===== src/rtl/ascii_hex_parser_if.sv =====
// Character-in / value-out handshake bundle for the ASCII hex parser.
// The slave modport is the parser; the master modport is whoever feeds
// characters and consumes results.
interface ascii_hex_parser_if #(
    parameter int DIGITS = 8
);
    localparam int W  = 4 * DIGITS;
    localparam int CW = $clog2(DIGITS + 1);

    logic          in_valid;
    logic          in_ready;
    logic [7:0]    in_char;
    logic          out_valid;
    logic          out_ready;
    logic [W-1:0]  out_value;
    logic [CW-1:0] out_ndigits;
    logic          out_err;

    modport slave (
        input  in_valid,
        input  in_char,
        input  out_ready,
        output in_ready,
        output out_valid,
        output out_value,
        output out_ndigits,
        output out_err
    );

    modport master (
        output in_valid,
        output in_char,
        output out_ready,
        input  in_ready,
        input  out_valid,
        input  out_value,
        input  out_ndigits,
        input  out_err
    );
endinterface


===== src/rtl/ascii_hex_parser.sv =====
// ASCII hex string decoder: accumulates hex digits into a right-aligned
// binary value and presents it with a digit count and an error flag.
// Blanks before a value are skipped, backspace removes the last digit,
// and any illegal character poisons the string until its terminator.
module ascii_hex_parser #(
    parameter int DIGITS = 8
) (
    input  logic               clk,
    input  logic               rst_n,
    ascii_hex_parser_if.slave  bus
);
    localparam int W  = 4 * DIGITS;
    localparam int CW = $clog2(DIGITS + 1);

    typedef enum logic [1:0] {
        IDLE  = 2'd0,
        ACCUM = 2'd1,
        SKIP  = 2'd2,
        HOLD  = 2'd3
    } state_t;

    state_t        state_reg;
    logic [W-1:0]  acc_reg;
    logic [CW-1:0] cnt_reg;
    logic          err_reg;

    logic          is_digit;
    logic          is_term;
    logic          is_bs;
    logic [3:0]    nibble;
    logic [CW-1:0] cnt_inc;
    logic [CW-1:0] cnt_dec;

    // Classify the incoming character and map hex digits to their nibble.
    always_comb begin
        is_digit = 1'b0;
        is_term  = 1'b0;
        is_bs    = 1'b0;
        nibble   = 4'd0;
        if (bus.in_char >= 8'h30 && bus.in_char <= 8'h39) begin
            is_digit = 1'b1;
            nibble   = bus.in_char[3:0];
        end else if ((bus.in_char >= 8'h41 && bus.in_char <= 8'h46) ||
                     (bus.in_char >= 8'h61 && bus.in_char <= 8'h66)) begin
            // 'A'/'a' have low nibble 1, so adding 9 yields 10..15.
            is_digit = 1'b1;
            nibble   = bus.in_char[3:0] + 4'd9;
        end else if (bus.in_char == 8'h0D || bus.in_char == 8'h0A ||
                     bus.in_char == 8'h20) begin
            is_term = 1'b1;
        end else if (bus.in_char == 8'h08) begin
            is_bs = 1'b1;
        end
    end

    assign cnt_inc = cnt_reg + CW'(1);
    assign cnt_dec = cnt_reg - CW'(1);

    // Parser state machine; every non-HOLD state accepts a character, so
    // in_valid alone qualifies a handshake there.
    always_ff @(posedge clk or negedge rst_n) begin
        if (!rst_n) begin
            state_reg <= IDLE;
            acc_reg   <= '0;
            cnt_reg   <= '0;
            err_reg   <= 1'b0;
        end else begin
            case (state_reg)
                IDLE: begin
                    if (bus.in_valid) begin
                        if (is_digit) begin
                            acc_reg   <= W'(nibble);
                            cnt_reg   <= CW'(1);
                            // A one-digit parser is already full here.
                            state_reg <= (DIGITS == 1) ? HOLD : ACCUM;
                        end else if (!is_term && !is_bs) begin
                            state_reg <= SKIP;
                        end
                    end
                end
                ACCUM: begin
                    if (bus.in_valid) begin
                        if (is_digit) begin
                            acc_reg <= (acc_reg << 4) | W'(nibble);
                            cnt_reg <= cnt_inc;
                            if (cnt_inc == CW'(DIGITS)) begin
                                state_reg <= HOLD;
                            end
                        end else if (is_term) begin
                            state_reg <= HOLD;
                        end else if (is_bs) begin
                            acc_reg <= acc_reg >> 4;
                            cnt_reg <= cnt_dec;
                            if (cnt_dec == '0) begin
                                state_reg <= IDLE;
                            end
                        end else begin
                            state_reg <= SKIP;
                        end
                    end
                end
                SKIP: begin
                    if (bus.in_valid && is_term) begin
                        acc_reg   <= '0;
                        cnt_reg   <= '0;
                        err_reg   <= 1'b1;
                        state_reg <= HOLD;
                    end
                end
                HOLD: begin
                    if (bus.out_ready) begin
                        acc_reg   <= '0;
                        cnt_reg   <= '0;
                        err_reg   <= 1'b0;
                        state_reg <= IDLE;
                    end
                end
                default: begin
                    state_reg <= IDLE;
                end
            endcase
        end
    end

    // Handshake flags are pure state decodes; result fields come straight
    // from the accumulator registers.
    assign bus.in_ready    = (state_reg != HOLD);
    assign bus.out_valid   = (state_reg == HOLD);
    assign bus.out_value   = acc_reg;
    assign bus.out_ndigits = cnt_reg;
    assign bus.out_err     = err_reg;
endmodule


===== src/flat_wrapper.sv =====
// flat-port wrapper written by rule: the top's interface ports become plain ports
module ascii_hex_parser_flat 
#(
    parameter int DIGITS = 8
)
  (clk, rst_n, bus_in_valid, bus_in_char, bus_out_ready, bus_in_ready, bus_out_valid, bus_out_value, bus_out_ndigits, bus_out_err);
  ascii_hex_parser_if #(.DIGITS(DIGITS)) bus_i ();
  input  logic clk;
  input  logic rst_n;
  input wire logic [$bits(bus_i.in_valid)-1:0] bus_in_valid;
  input wire logic [$bits(bus_i.in_char)-1:0] bus_in_char;
  input wire logic [$bits(bus_i.out_ready)-1:0] bus_out_ready;
  output wire logic [$bits(bus_i.in_ready)-1:0] bus_in_ready;
  output wire logic [$bits(bus_i.out_valid)-1:0] bus_out_valid;
  output wire logic [$bits(bus_i.out_value)-1:0] bus_out_value;
  output wire logic [$bits(bus_i.out_ndigits)-1:0] bus_out_ndigits;
  output wire logic [$bits(bus_i.out_err)-1:0] bus_out_err;
  assign bus_i.in_valid = bus_in_valid;
  assign bus_i.in_char = bus_in_char;
  assign bus_i.out_ready = bus_out_ready;
  assign bus_in_ready = bus_i.in_ready;
  assign bus_out_valid = bus_i.out_valid;
  assign bus_out_value = bus_i.out_value;
  assign bus_out_ndigits = bus_i.out_ndigits;
  assign bus_out_err = bus_i.out_err;
  ascii_hex_parser #(.DIGITS(DIGITS)) u_core (.clk(clk), .rst_n(rst_n), .bus(bus_i));
endmodule

===== config.mk =====
export PLATFORM = sky130hd
export DESIGN_NAME = ascii_hex_parser_flat
export DESIGN_NICKNAME = d
export VERILOG_FILES = /design/src/rtl/ascii_hex_parser_if.sv /design/src/rtl/ascii_hex_parser.sv /design/src/flat_wrapper.sv
export SDC_FILE = /design/constraint.sdc
export NUM_CORES = 1
export LEC_CHECK = 0
export ABC_AREA = 1
export CORE_UTILIZATION = 56
export DETAILED_ROUTE_END_ITERATION = 10
export HOLD_SLACK_MARGIN = 0.06
export PLACE_DENSITY = 0.92
export SYNTH_ARGS = -nofsm -noshare
export SYNTH_HDL_FRONTEND = slang
export SYNTH_SLANG_ARGS = --single-unit
export TNS_END_PERCENT = 100

===== constraint.sdc =====
create_clock -name clk -period 3.8 [get_ports clk]
set_input_delay 0.76 -clock clk [delete_from_list [all_inputs] [get_ports clk]]
set_output_delay 0.76 -clock clk [all_outputs]
set_load 0.02 [all_outputs]

# Yosys cells after proc, flatten, opt, wreduce, memory -nomap -nowiden
# Cells that the tools add are included.
[word_totals]
latchBits = 0
ram_bits = 0
mem_count = 0
input_bits = 12
romBits = 0
ff_bits = 39
[op_classes]
n_lt_le_gt_ge = 6
n_eq_ne = 19
muxes = 44
addsub = 3
div = 0
bitwise = 1
reduce_logical = 16
shift = 0
mul = 0
[ops]
columns = ["operator", "count"]
rows = [
  ["32-bit two-way mux", 8],
  ["32-bit case mux with 4 select lines", 1],
  ["4-bit two-way mux", 10],
  ["32-bit by 4-bit bitwise OR with 32-bit output", 1],
  ["8-bit by 4-bit == test with 1-bit output (second input constant)", 3],
  ["2-bit two-way mux", 11],
  ["8-bit by 7-bit greater-or-equal comparator with 1-bit output (second input constant)", 2],
  ["8-bit by 7-bit <= comparator with 1-bit output (second input constant)", 2],
  ["4-bit case mux with 4 select lines", 1],
  ["7-bit AND reduction", 2],
  ["1-bit two-way mux", 11],
  ["8-bit by 6-bit == test with 1-bit output (second input constant)", 1],
  ["8-bit by 6-bit greater-or-equal comparator with 1-bit output (second input constant)", 1],
  ["8-bit by 6-bit <= comparator with 1-bit output (second input constant)", 1],
  ["2-bit inequality test (second input constant)", 4],
  ["2-bit case mux with 4 select lines", 1],
  ["3-bit by 1-bit inequality test with 1-bit output (second input constant)", 2],
  ["1-bit logical AND", 5],
  ["5-bit by 3-bit inequality test with 1-bit output (second input constant)", 1],
  ["4-bit by 1-bit adder with 4-bit output (second input constant)", 1],
  ["4-bit adder (second input constant)", 1],
  ["2-bit == test (second input constant)", 2],
  ["4-bit == test (second input constant)", 1],
  ["4-bit logical NOT", 1],
  ["11 further kinds", 15],
]

# Depth between registers and ports, before layout
# Gate-level depths: netlist (run 1).
[logic_depth]
word_depth = 12
ltp_mapped = 14
ltp_nobuf = 13

# Worst setup path after synthesis (run 1)
# OpenSTA, ideal clock, no wires.
[synth_timing]
kind = "input port to flip-flop"
from = "input bus_in_char[0]"
to = "register u_core.cnt_reg[0] (netlist: u_core.bus.out_ndigits[0])"
t_arrival_ns = 2.010
setup_slack_ns = 1.672
n_path_buf = 2
setup_time_ns = 0.118
path_stages = 13
path_cell_list = "inv_1 -> ha_1 -> nand2_1 -> nand3_2 -> nand2_2 -> buf_6 -> nand3_2 -> nand2_4 -> nor2_8 -> nand2_4 -> buf_6 -> nand2_1 -> nand2_1"
[synth_via]
elab_chain_len = 9
[synth_rtl]
columns = ["element", "line", "text"]
rows = [
  ["from (decl)", "flat_wrapper.sv:11", "input wire logic [$bits(bus_i.in_char)-1:0] bus_in_char;"],
  ["parallel branches: the longest is 9 deep, another holds 8-bit by 7-bit greater-or-equal comparator with 1-bit output", "-", ""],
  ["to (signal assigned)", "ascii_hex_parser.sv:85", "cnt_reg <= cnt_inc;"],
  ["to (signal assigned)", "ascii_hex_parser.sv:93", "cnt_reg <= cnt_dec;"],
  ["to (decl)", "ascii_hex_parser.sv:24", "logic [CW-1:0] cnt_reg;"],
]
# Parallel ways; which one is timed is not known. The select of a mux whose other input is x is not followed.
# A chain may end at the register's enable or synchronous reset.

# Worst setup path in the final report (run 1)
[layout_timing]
from = "input bus_in_char[0]"
to = "register u_core.acc_reg[26] (netlist: u_core.bus.out_value[26])"
[layout_via]
elab_chain_len = 9
[layout_rtl]
columns = ["element", "line", "text"]
rows = [
  ["parallel branches: the longest is 9 deep, another holds 8-bit by 7-bit greater-or-equal comparator with 1-bit output", "-", ""],
  ["to (signal assigned)", "ascii_hex_parser.sv:72", "acc_reg <= W'(nibble);"],
  ["to (signal assigned)", "ascii_hex_parser.sv:84", "acc_reg <= (acc_reg << 4) | W'(nibble);"],
  ["to (signal assigned)", "ascii_hex_parser.sv:92", "acc_reg <= acc_reg >> 4;"],
  ["to (decl)", "ascii_hex_parser.sv:23", "logic [W-1:0] acc_reg;"],
]
# Parallel ways; which one is timed is not known. The select of a mux whose other input is x is not followed.

==> summary.md, run 1 <==
| Metric | Value |
|---|---|
| Status | `finished clean` |
| Post-synthesis sequential area ratio | `0.368` |
| I/O Buffers | `50` |
| Max reg flops | `32` |
| Setup bufs post-CTS | `0` |
| Die area | `roughly 5000 um2` |
| Max Cap Viol | `0` |
| Final core utilization | `0.718` |
| Worst hold start | `u_core.bus.out_value[27]` |
| Synth Warn # | `0` |
| Diode count | `0` |
| Wirelength per Cell | `around 14 um` |
| First-pass GRT wire length | `11300 um` |
| Worst setup SP type | `input port` |
| Synth-to-layout area growth | `20.3%` |
| Hold Path End | `u_core.bus.out_value[27]` |
| Starting Density | `0.597` |
| Syn_nets | `about 420` |
| Crit-path max FO | `13` |
| Total negative slack | `0 ps` |
| Worst hold path type | `register to register` |
| CTS root buffer | `clkbuf_8` |
| Fraction of layout instances using a drive strength above 1 | `0.0596` |
| Synth Cell Area | `between 2000 and 3000 um2` |
| Initial antenna violation count | `0` |
| Sequential share of power | `0.308` |
| Clock Power Share | `0.170` |
| Synth unique cells | `25` |
| DP HPWL | `~4600 um` |
| Fin nets | `roughly 460` |
| Crit path required time | `4040 ps` |
| #FFs+latches synth | `39` |
| Worst Clk Skew | `between 3 and 4 ps` |
| Cell count after synthesis | `around 400` |
| Core ar. | `around 4400 um2` |
| Count of pins over their slew limit | `0` |
| R2r setup slk | `roughly 1500 ps` |
| Worst r2r path cells | `9` |
| Final period utilization | `0.760` |
| Setup CP Type | `input port to register` |
| 1st-iter DRT viols | `around 310` |
| Fin crit period | `~2900 ps` |
| Pleak | `between 1.5 and 2 nW` |
| Final setup fails | `0` |
| Most frequent cells in the layout | `nand2_1, nand3_1, clkdlybuf4s50_1` |
| Die height | `70.8 um` |
| Site Rows | `24` |
| Final Hold Fails | `0` |
| Total power draw | `between 1.5 and 2 mW` |
| CTS tree | `built` |
| Final wirelength | `between 6000 and 7000 um` |
| Cts repair resizes | `0` |
| Vias post-DR | `2732` |
| Reg2reg end | `u_core.bus.out_value[26]` |
| CTS Hold Buffers Added | `0` |
| Top cell type by total area after synthesis | `dfrtp_1` |
| Vias in the first global route | `2528` |
| Most common cell after layout, fill and taps aside | `nand2_1` |
| # fillers | `380` |
| Crit path arrival time | `3130 ps` |
| Switching share of power | `0.506` |
| CTS Buf Count | `5` |
| Cell internal pwr | `between 800 and 900 uW` |
| Sink Count | `39` |
| Gp weighted congestion | `slightly below 0.9` |
| Unrepaired setup endpoints after global routing | `no` |
| Synth Area per Inst | `approximately 6.7 um2` |
| Clk_lat worst skew | `~300 ps` |
| Final hold slack | `509 ps` |
| Hold path depth | `2` |
| CTS max path bufs | `2` |
| Antenna-violating nets left | `0` |
| Vias per cell | `about 5.6` |
| Htree depth | `2` |
| Detailed Routing Iterations Pass 1 | `7` |
| Share of the synthesized area in the top cell type | `0.368` |
| Dominant cells by area after synthesis | `dfrtp_1, nand2_1, nand3_1` |
| Combinational fraction of design power | `0.523` |
| Fmax | `around 350 MHz` |
| Least-Margin Pin Slew | `a little under 900 ps` |
| Largest net degree at the start of global routing | `40` |
| Clock transition at the registers of the reported paths | `roughly 80 ps` |
| CP Launch Point | `bus_in_char[0]` |
| Die X | `~70 um` |
| Slew headroom | `0.418` |
| IO Pins | `approximately 50` |
| RR Startpoint | `u_core.state_reg[0]` |
| Pwr Density | `just over 500 nW/um2` |
| Sw Pwr | `roughly 830 uW` |
| GRT Total Usage | `0.287` |
| IR drop worst, VDD | `roughly 320 uV` |
| Grt total ovfl | `0` |
| # DRC | `0` |
| Worst Setup End Kind | `register` |
[synthesized netlist by cell type (all sizes together)]
cell type / number
nand2: 164
nand3: 80
dfrtp: 39
inv: 33
nor2: 30
buf: 18
o21ai: 13
ha: 7
a21oi: 5
nand4: 4
clkbuf: 2
nand3b: 1
[area by class of cell]
type	count	area, um2	area share
flip-flops and latches	39	976	0.306
repair buffers	54	526	0.165
inverters	33	126	0.0396
well taps	52	65.1	0.0204
multi-input cells	304	1420	0.445
clock buffers	5	68.8	0.0216
clock inverters	1	7.51	0.00235
[metal layers]
metal  routed length, um  vias up  global-route usage
met2                3280      125               0.487
met3                 474       10              0.0613
met4                 116        0               0.100
li1                    -     1338                   -
met5                   0        -                   0
met1                2820     1259               0.363
[critical path, cell delays in order]
cell,delay (ps)
clkdlybuf4s50_1,550
inv_1,110
ha_1,240
nand2_1,110
nand3_2,90
nand2_2,210
nand3_4,160
inv_1,330
buf_4,260
nand2_1,80
nand2_1,70
nand3_1,70
nand2_1,90
[worst max path at each step]
stage | endpoint | depth (start not counted)
4_1_cts | u_core.bus.out_value[0] | 14
3_5_place_dp | u_core.bus.out_value[0] | 14
5_1_grt | u_core.bus.out_value[12] | 13
3_3_place_gp | u_core.bus.out_value[28] | 14
2_1_floorplan | u_core.bus.out_ndigits[0] | 13
6_report | u_core.bus.out_value[26] | 13
[cells by family (layout without fill, tap and decap cells)]
group | after synthesis | in the layout | synth area share
buf+inv | 53 | 93 | 0.0963
flops | 39 | 39 | 0.368
fa+ha+maj | 7 | 7 | 0.0330
simple gates | 279 | 279 | 0.469
compound gates | 18 | 18 | 0.0340
[power groups by stage]
| stage | clock network, mW | logic (mW) | registers [mW] |
|---|---|---|---|
| final | 0.279 | 0.858 | 0.506 |
| after detailed placement | 0 | 0.851 | 0.513 |
| after global routing | 0.293 | 0.943 | 0.511 |
| after CTS | 0.277 | 0.853 | 0.504 |
| after global placement | 0 | 0.833 | 0.511 |
| after floorplan | 0 | 0.671 | 0.526 |
[metrics by stage]
step | std cells | cell area [um2] | setup WS (ps)
2_1_floorplan | 396 | 2650 | 1670
3_3_place_gp | 482 | 3110 | 705
3_5_place_dp | 482 | 3110 | 604
4_1_cts | 488 | 3190 | 928
5_1_grt | 488 | 3190 | 691
6_report | 488 | 3190 | 913
Note: power is estimated with default switching activity, not from simulation.
==> run 2, diff against run 1 <==
Settings changed: CORE_UTILIZATION 56 to 47, PLACE_DENSITY 0.92 to 0.83.
Clock period 3.8 ns to 2.5 ns, I/O delays scaled along.
==> run 2 against run 1 <==
  * Hold slack got worse by 200 ps
  * Die area is 19% higher
  * Routed wire length rose by 1.5%
  * Register-to-register slack got worse by 780 ps
  * Largest power group unchanged
  * Final area increased by 8.5%
  * Final cell count rose by 7.6%
  * Via count rose by 1.2%
  * Clock skew is 3.8 ps higher
  * Total power increased by 78%
  * Sequential power rose by 53%
  * Critical endpoint is now u_core.bus.out_value[0]
==> summary.md, run 2 (synthesized netlist as in run 1, its figures left out) <==
| Metric | Value |
|---|---|
| R2r setup slk | `740 ps (-780 ps)` |
| Routing usage on met3 | `0.0298 (-0.0315)` |
| Fin crit period | `approximately 2200 ps` |
| Total power draw | `2.92 mW (+78%)` |
| GRT Max-Usage Layer | `met2` |
| Global routing usage on met2 | `0.401 (-0.0863)` |
| IO Pins | `51 (unchanged)` |
| Switching share of power | `0.450 (-0.0558)` |
| Grt total ovfl | `0 (unchanged)` |
| Crit path required time | `2680 ps (-1360 ps)` |
| Worst setup SP type | `input port` |
| Diode count | `0 (unchanged)` |
| # DRC | `0 (unchanged)` |
| Vias post-DR | `2766 (+1.2%)` |
| Combinational fraction of design power | `0.559 (+0.036)` |
| Reg2reg end | `u_core.bus.out_value[0]` |
| Status | `finished clean` |
| Worst Clk Skew | `7.16 ps (+3.83 ps)` |
| Sequential share of power | `0.265 (-0.043)` |
| Die height | `77.1 um (+8.9%)` |
| Sw Pwr | `1.31 mW (+58%)` |
| Final Hold Fails | `0 (unchanged)` |
| Gp weighted congestion | `0.870 (+0.66%)` |
| Max stage delay on crit path | `500 ps (-50 ps)` |
| Worst Setup End Kind | `register` |
| Slew headroom | `0.404 (-0.0141)` |
| Clock Power Share | `0.176 (+0.006)` |
| Sink Count | `39 (unchanged)` |
| First-pass GRT wire length | `11600 um (+3.0%)` |
| Final hold slack | `311 ps (-198 ps)` |
| Cts repair resizes | `0 (unchanged)` |
| Largest net degree at the start of global routing | `40 (unchanged)` |
| Synth-to-layout area growth | `30.5%` |
| CTS max path bufs | `2 (unchanged)` |
| Worst r2r path cells | `9 (unchanged)` |
| Clock transition at the registers of the reported paths | `80 ps (about the same)` |
| Crit-path max FO | `18 (+5)` |
| RR Startpoint | `u_core.state_reg[0]` |
| Count of pins over their slew limit | `0 (unchanged)` |
| Max reg flops | `32 (unchanged)` |
| CP bufs+invs | `4 (unchanged)` |
| Antenna-violating nets left | `0 (unchanged)` |
| Core ar. | `5270 um2 (+19%)` |
| Met1 Use GR | `0.330 (-0.0331)` |
| Final setup fails | `0 (unchanged)` |
| CTS Hold Buffers Added | `0 (unchanged)` |
| 1st-iter DRT viols | `198 (-37%)` |
| Initial antenna violation count | `0 (unchanged)` |
| Final period utilization | `0.891` |
| Fin nets | `474 (+3.9%)` |
| Site Rows | `26 (+8.3%)` |
| Pwr Density | `843 nW/um2 (+64%)` |
| Final wirelength | `6790 um (+1.5%)` |
| Most common cell after layout, fill and taps aside | `nand2_1` |
| Worst path top cell family by delay | `buffers and inverters` |
| Starting Density | `0.503 (-0.0935)` |
| Most frequent cells in the layout | `nand2_1, nand3_1, clkdlybuf4s50_1` |
| Die area | `5950 um2 (+19%)` |
| IR drop worst, VDD | `607 uV (+87%)` |
| DP HPWL | `4780 um (+5.0%)` |
| I/O Buffers | `50 (unchanged)` |
| Worst hold path type | `input port to async pin` |
| Vias per cell | `5.27 (-5.9%)` |
| Least-Margin Pin Slew | `895 ps (+21.1 ps)` |
| Detailed Routing Iterations Pass 1 | `5 (-2)` |
| Setup bufs post-CTS | `0 (unchanged)` |
| Die X | `77.1 um (+8.9%)` |
| Setup CP Type | `input port to register` |
| GRT Total Usage | `0.240 (-0.0465)` |
| CTS Buf Count | `5 (unchanged)` |
| CTS tree | `built` |
| Slowest CP cell | `clkdlybuf4s50_1` |
| Fraction of layout instances using a drive strength above 1 | `0.0967 (+0.0371)` |
| Cell internal pwr | `1.60 mW (+98%)` |
| # placed instances | `518 (+7.5%)` |
| Unrepaired setup endpoints after global routing | `no` |
| Fmax | `~450 MHz` |
| Non-filler cells, final | `525 (+7.6%)` |
| Clk_lat worst skew | `290 ps (about the same)` |
| CTS root buffer | `clkbuf_8` |
| Crit path arrival time | `2410 ps (-720 ps)` |
| Htree depth | `2 (unchanged)` |
| Wirelength per Cell | `12.9 um (-5.6%)` |
| Max Cap Viol | `0 (unchanged)` |
| Crit path cell chain | `clkdlybuf4s50_1 -> inv_1 -> ha_1 -> nand2_1 -> nand3_2 -> nand2_2 -> buf_4 -> nand3_2 -> nand2_4 -> nor2_8 -> buf_4 -> nand3_1 -> nand2_1` |
| Pleak | `1.83 nW (+7.5%)` |
| Vias in the first global route | `2476 (-2.1%)` |
## run 2: changes by cell type in the layout (fill, tap and decap cells not counted)
cell / before / now
clkinvlp_4: 1 / 0
bufinv_16: 0 / 1
clkbuf_1: 0 / 1
buf_12: 0 / 7
buf_4: 4 / 15
## run 2: per-stage QoR
step	cell area [um2]	TNS, ps	utilization	worst slack, ps
5_1_grt	3460	0	0.657	93.0
4_1_cts	3460	0	0.657	269
3_5_place_dp	3360	-344	0.637	-34.4
6_report	3460	0	0.657	272
3_3_place_gp	3360	0	0.637	22.0
2_1_floorplan	2650	0	-	632
## run 2: worst register-to-register path, cell delays in order, from the launching register on
cell and delay, ps:
dfrtp_1 450, inv_1 100, nor2_2 130, buf_4 230
nand3_4 120, nor2_2 210, nor2_8 60, buf_4 200
nand3_1 110, nand2_1 50
## run 2: area by class of cell
type | instances | area [um2]
Clock buffer | 6 | 72.6
Clock inverter | 1 | 30.0
Fill cell | 466 | 1810
Multi-Input combinational cell | 304 | 1420
Sequential cell | 39 | 976
Tap cell | 70 | 87.6
Inverter | 33 | 126
Timing Repair Buffer | 72 | 748
## run 2: power groups by stage
stage	Clock [mW]	Combinational, mW	Sequential (mW)
floorplan	0	1.02	0.799
global placement	0	1.58	0.781
detailed placement	0	1.61	0.783
CTS	0.519	1.62	0.772
global route	0.545	1.76	0.786
finish	0.512	1.63	0.774
## run 2: how the worst max path moves through the flow
stage,start,to,slack (ps),cells after the start
global route,bus_in_char[0],u_core.bus.out_ndigits[1],90,14
CTS,bus_in_char[0],u_core.bus.out_value[0],270,13
finish,bus_in_char[0],u_core.bus.out_value[0],270,13
detailed placement,bus_in_char[0],u_core.bus.out_value[0],-30,13
global placement,bus_in_char[0],u_core.bus.out_value[14],20,14
floorplan,bus_in_char[0],u_core.bus.out_ndigits[0],630,13
## run 2: per-layer routing
layer | up-vias | share of wire
met2 | 117 | 0.48
li1 | 1375 | -
met3 | 10 | 0.061
met5 | - | 0
met1 | 1264 | 0.45
met4 | 0 | 0.014
==> run 3, diff against run 2 <==
Settings changed: PLACE_DENSITY 0.83 to 0.8.
==> run 3 against run 2 <==
  * Core utilization shrank 0.85 points
  * Routed wire length increased by 0.72%
  * Die area stayed put
  * Fmax up 1.3%
  * Largest power group unchanged
  * Sequential cell count is the same
  * Sequential power barely moved
  * Combinational power about the same
  * First-iteration DRC count rose by 16%
  * Critical path type unchanged
  * Clock skew grew 1.1 ps
==> summary.md, run 3 (synthesized netlist as in run 1, its figures left out) <==
| Metric | Value |
|---|---|
| CTS root buffer | `clkbuf_8` |
| CTS Buf Count | `5 (unchanged)` |
| CP Launch Point | `bus_in_char[0]` |
| Worst setup endpoint | `u_core.state_reg[0]` |
| Status | `finished clean` |
| Final wirelength | `6840 um (+0.72%)` |
| Sw Pwr | `1.33 mW (+1.5%)` |
| Worst setup SP type | `input port` |
| Least-Margin Pin Slew | `902 ps (+7.28 ps)` |
| Unrepaired setup endpoints after global routing | `no` |
| Pleak | `1.81 nW (-0.95%)` |
| DP HPWL | `4830 um (+0.95%)` |
| Detailed Routing Iterations Pass 1 | `5 (unchanged)` |
| Die X | `77.1 um (unchanged)` |
| Setup bufs post-CTS | `0 (unchanged)` |
| Vias post-DR | `2751 (-0.54%)` |
| Core ar. | `5270 um2 (unchanged)` |
| Multi-input logic area | `1420 um2 (unchanged)` |
| Final Hold Fails | `0 (unchanged)` |
| Final period utilization | `0.880 (-0.0113)` |
| CTS Hold Buffers Added | `0 (unchanged)` |
| Fin nets | `470 (-0.84%)` |
| Reg2reg end | `u_core.bus.out_ndigits[2]` |
| Setup CP Type | `input port to register` |
| Starting Density | `0.503 (unchanged)` |
| R2r setup slk | `640 ps (-100 ps)` |
| Max Cap Viol | `0 (unchanged)` |
| Clock Power Share | `0.186 (+0.010)` |
| Gp weighted congestion | `0.938 (+7.8%)` |
| CTS max path bufs | `2 (unchanged)` |
| Cts repair resizes | `0 (unchanged)` |
| IO Pins | `51 (unchanged)` |
| Final instance area | `3420 um2 (-1.3%)` |
| Total negative slack | `0 ps (unchanged)` |
| Fin crit period | `2200 ps (-28.3 ps)` |
| Max reg flops | `32 (unchanged)` |
| 1st-iter DRT viols | `230 (+16%)` |
| CTS tree | `built` |
| Fraction of layout instances using a drive strength above 1 | `0.0929 (-0.00378)` |
| RR Startpoint | `u_core.state_reg[0]` |
| Pwr Density | `857 nW/um2 (+1.6%)` |
| Initial antenna violation count | `0 (unchanged)` |
| Clock transition at the registers of the reported paths | `90 ps (about the same)` |
| Largest net degree at the start of global routing | `40 (unchanged)` |
| Grt total ovfl | `0 (unchanged)` |
| IR drop worst, VDD | `507 uV (-16%)` |
| Switching share of power | `0.456 (+0.00521)` |
| Worst hold path type | `input port to async pin` |
| Htree depth | `2 (unchanged)` |
| # DRC | `0 (unchanged)` |
| Wirelength per Cell | `13.1 um (+1.3%)` |
| Combinational fraction of design power | `0.550 (-0.009)` |
| Antenna-violating nets left | `0 (unchanged)` |
| Clk_lat worst skew | `300 ps (about the same)` |
| Synth-to-layout area growth | `28.8%` |
| Count of pins over their slew limit | `0 (unchanged)` |
| Placed cell areas | `3300 um2 (-1.6%)` |
| Final setup fails | `0 (unchanged)` |
| Most common cell after layout, fill and taps aside | `nand2_1` |
| Worst Clk Skew | `8.24 ps (+1.08 ps)` |
| Fmax | `455 MHz (+1.3%)` |
| Worst Setup End Kind | `register` |
| Most frequent cells in the layout | `nand2_1, nand3_1, clkdlybuf4s50_1` |
| Vias per cell | `5.27 (about the same)` |
| # fillers | `499 (+7.1%)` |
| Final hold slack | `313 ps (+1.65 ps)` |
| Cell internal pwr | `1.59 mW (-0.66%)` |
| Final core utilization | `0.648 (-0.00855)` |
| Sequential share of power | `0.264 (about the same)` |
| Crit path required time | `2700 ps (+20 ps)` |
| Die area | `5950 um2 (unchanged)` |
| Crit-path max FO | `12 (-6)` |
| Slew headroom | `0.399 (-0.00485)` |
| Die height | `77.1 um (unchanged)` |
| Crit path arrival time | `2410 ps (about the same)` |
| Register area | `976 um2 (unchanged)` |
| GRT Total Usage | `0.252 (+0.0121)` |
| Site Rows | `26 (unchanged)` |
| I/O Buffers | `50 (unchanged)` |
| Vias in the first global route | `2637 (+6.5%)` |
| Total power draw | `2.93 mW (+0.29%)` |
| First-pass GRT wire length | `12100 um (+3.9%)` |
| Diode count | `0 (unchanged)` |
| Worst r2r path cells | `12 (+3)` |
| Sink Count | `39 (unchanged)` |
run 3: changes by cell type in the layout (fill, tap and decap cells not counted):
cell,before,now
clkinv_4,0,1
buf_4,15,13
clkbuf_1,1,0
clkinv_2,0,1
buf_12,7,5
run 3: per-layer routing:
layer / GRT usage / part of all wire / up-vias
li1: - / - / 1364
met1: 0.340 / 0.44 / 1263
met2: 0.416 / 0.48 / 115
met3: 0.0548 / 0.067 / 9
met4: 0.0491 / 0.0099 / 0
met5: 0 / 0 / -
run 3: worst min-delay path by stage:
stage / slack [ps] / startpoint / cells after the start / endpoint
2_1_floorplan: 200 / rst_n / 0 / u_core.bus.out_err
3_3_place_gp: 480 / u_core.bus.out_value[24] / 2 / u_core.bus.out_value[24]
3_5_place_dp: 490 / u_core.bus.out_value[30] / 2 / u_core.bus.out_value[30]
4_1_cts: 350 / rst_n / 1 / u_core.bus.out_err
5_1_grt: 390 / rst_n / 1 / u_core.bus.out_err
6_report: 310 / rst_n / 1 / u_core.bus.out_err
run 3: layout make-up:
type,count,share of cell area
well taps,70,0.0256
repair buffers,68,0.203
inverters,33,0.0370
flip-flops and latches,39,0.286
clock buffers,5,0.0201
multi-input cells,304,0.416
clock inverters,3,0.0128
run 3: worst max-delay path, cell delays in order:
cell and delay, ps:
clkdlybuf4s50_1 500, inv_1 80, ha_1 230, nand2_1 100, nand3_2 80, nand2_2 180, nand2_1 100, buf_4 190
inv_1 60, nor2_1 40, nor2_1 160, nand2_1 80, nand2_1 60, nand2_1 50
run 3: stage by stage:
| stage | std cells | setup WS (ps) |
|---|---|---|
| after floorplan | 396 | 632 |
| after global placement | 514 | 34.8 |
| after detailed placement | 514 | -11.4 |
| after CTS | 522 | 306 |
| after global routing | 522 | 157 |
| final | 522 | 300 |
run 3: power groups by stage:
stage          sequential [mW]  clock (mW)  combinational (mW)
4_1_cts                  0.770       0.554                1.59
3_5_place_dp             0.783           0                1.59
2_1_floorplan            0.799           0                1.02
5_1_grt                  0.783       0.579                1.76
3_3_place_gp             0.781           0                1.56
6_report                 0.771       0.546                1.61
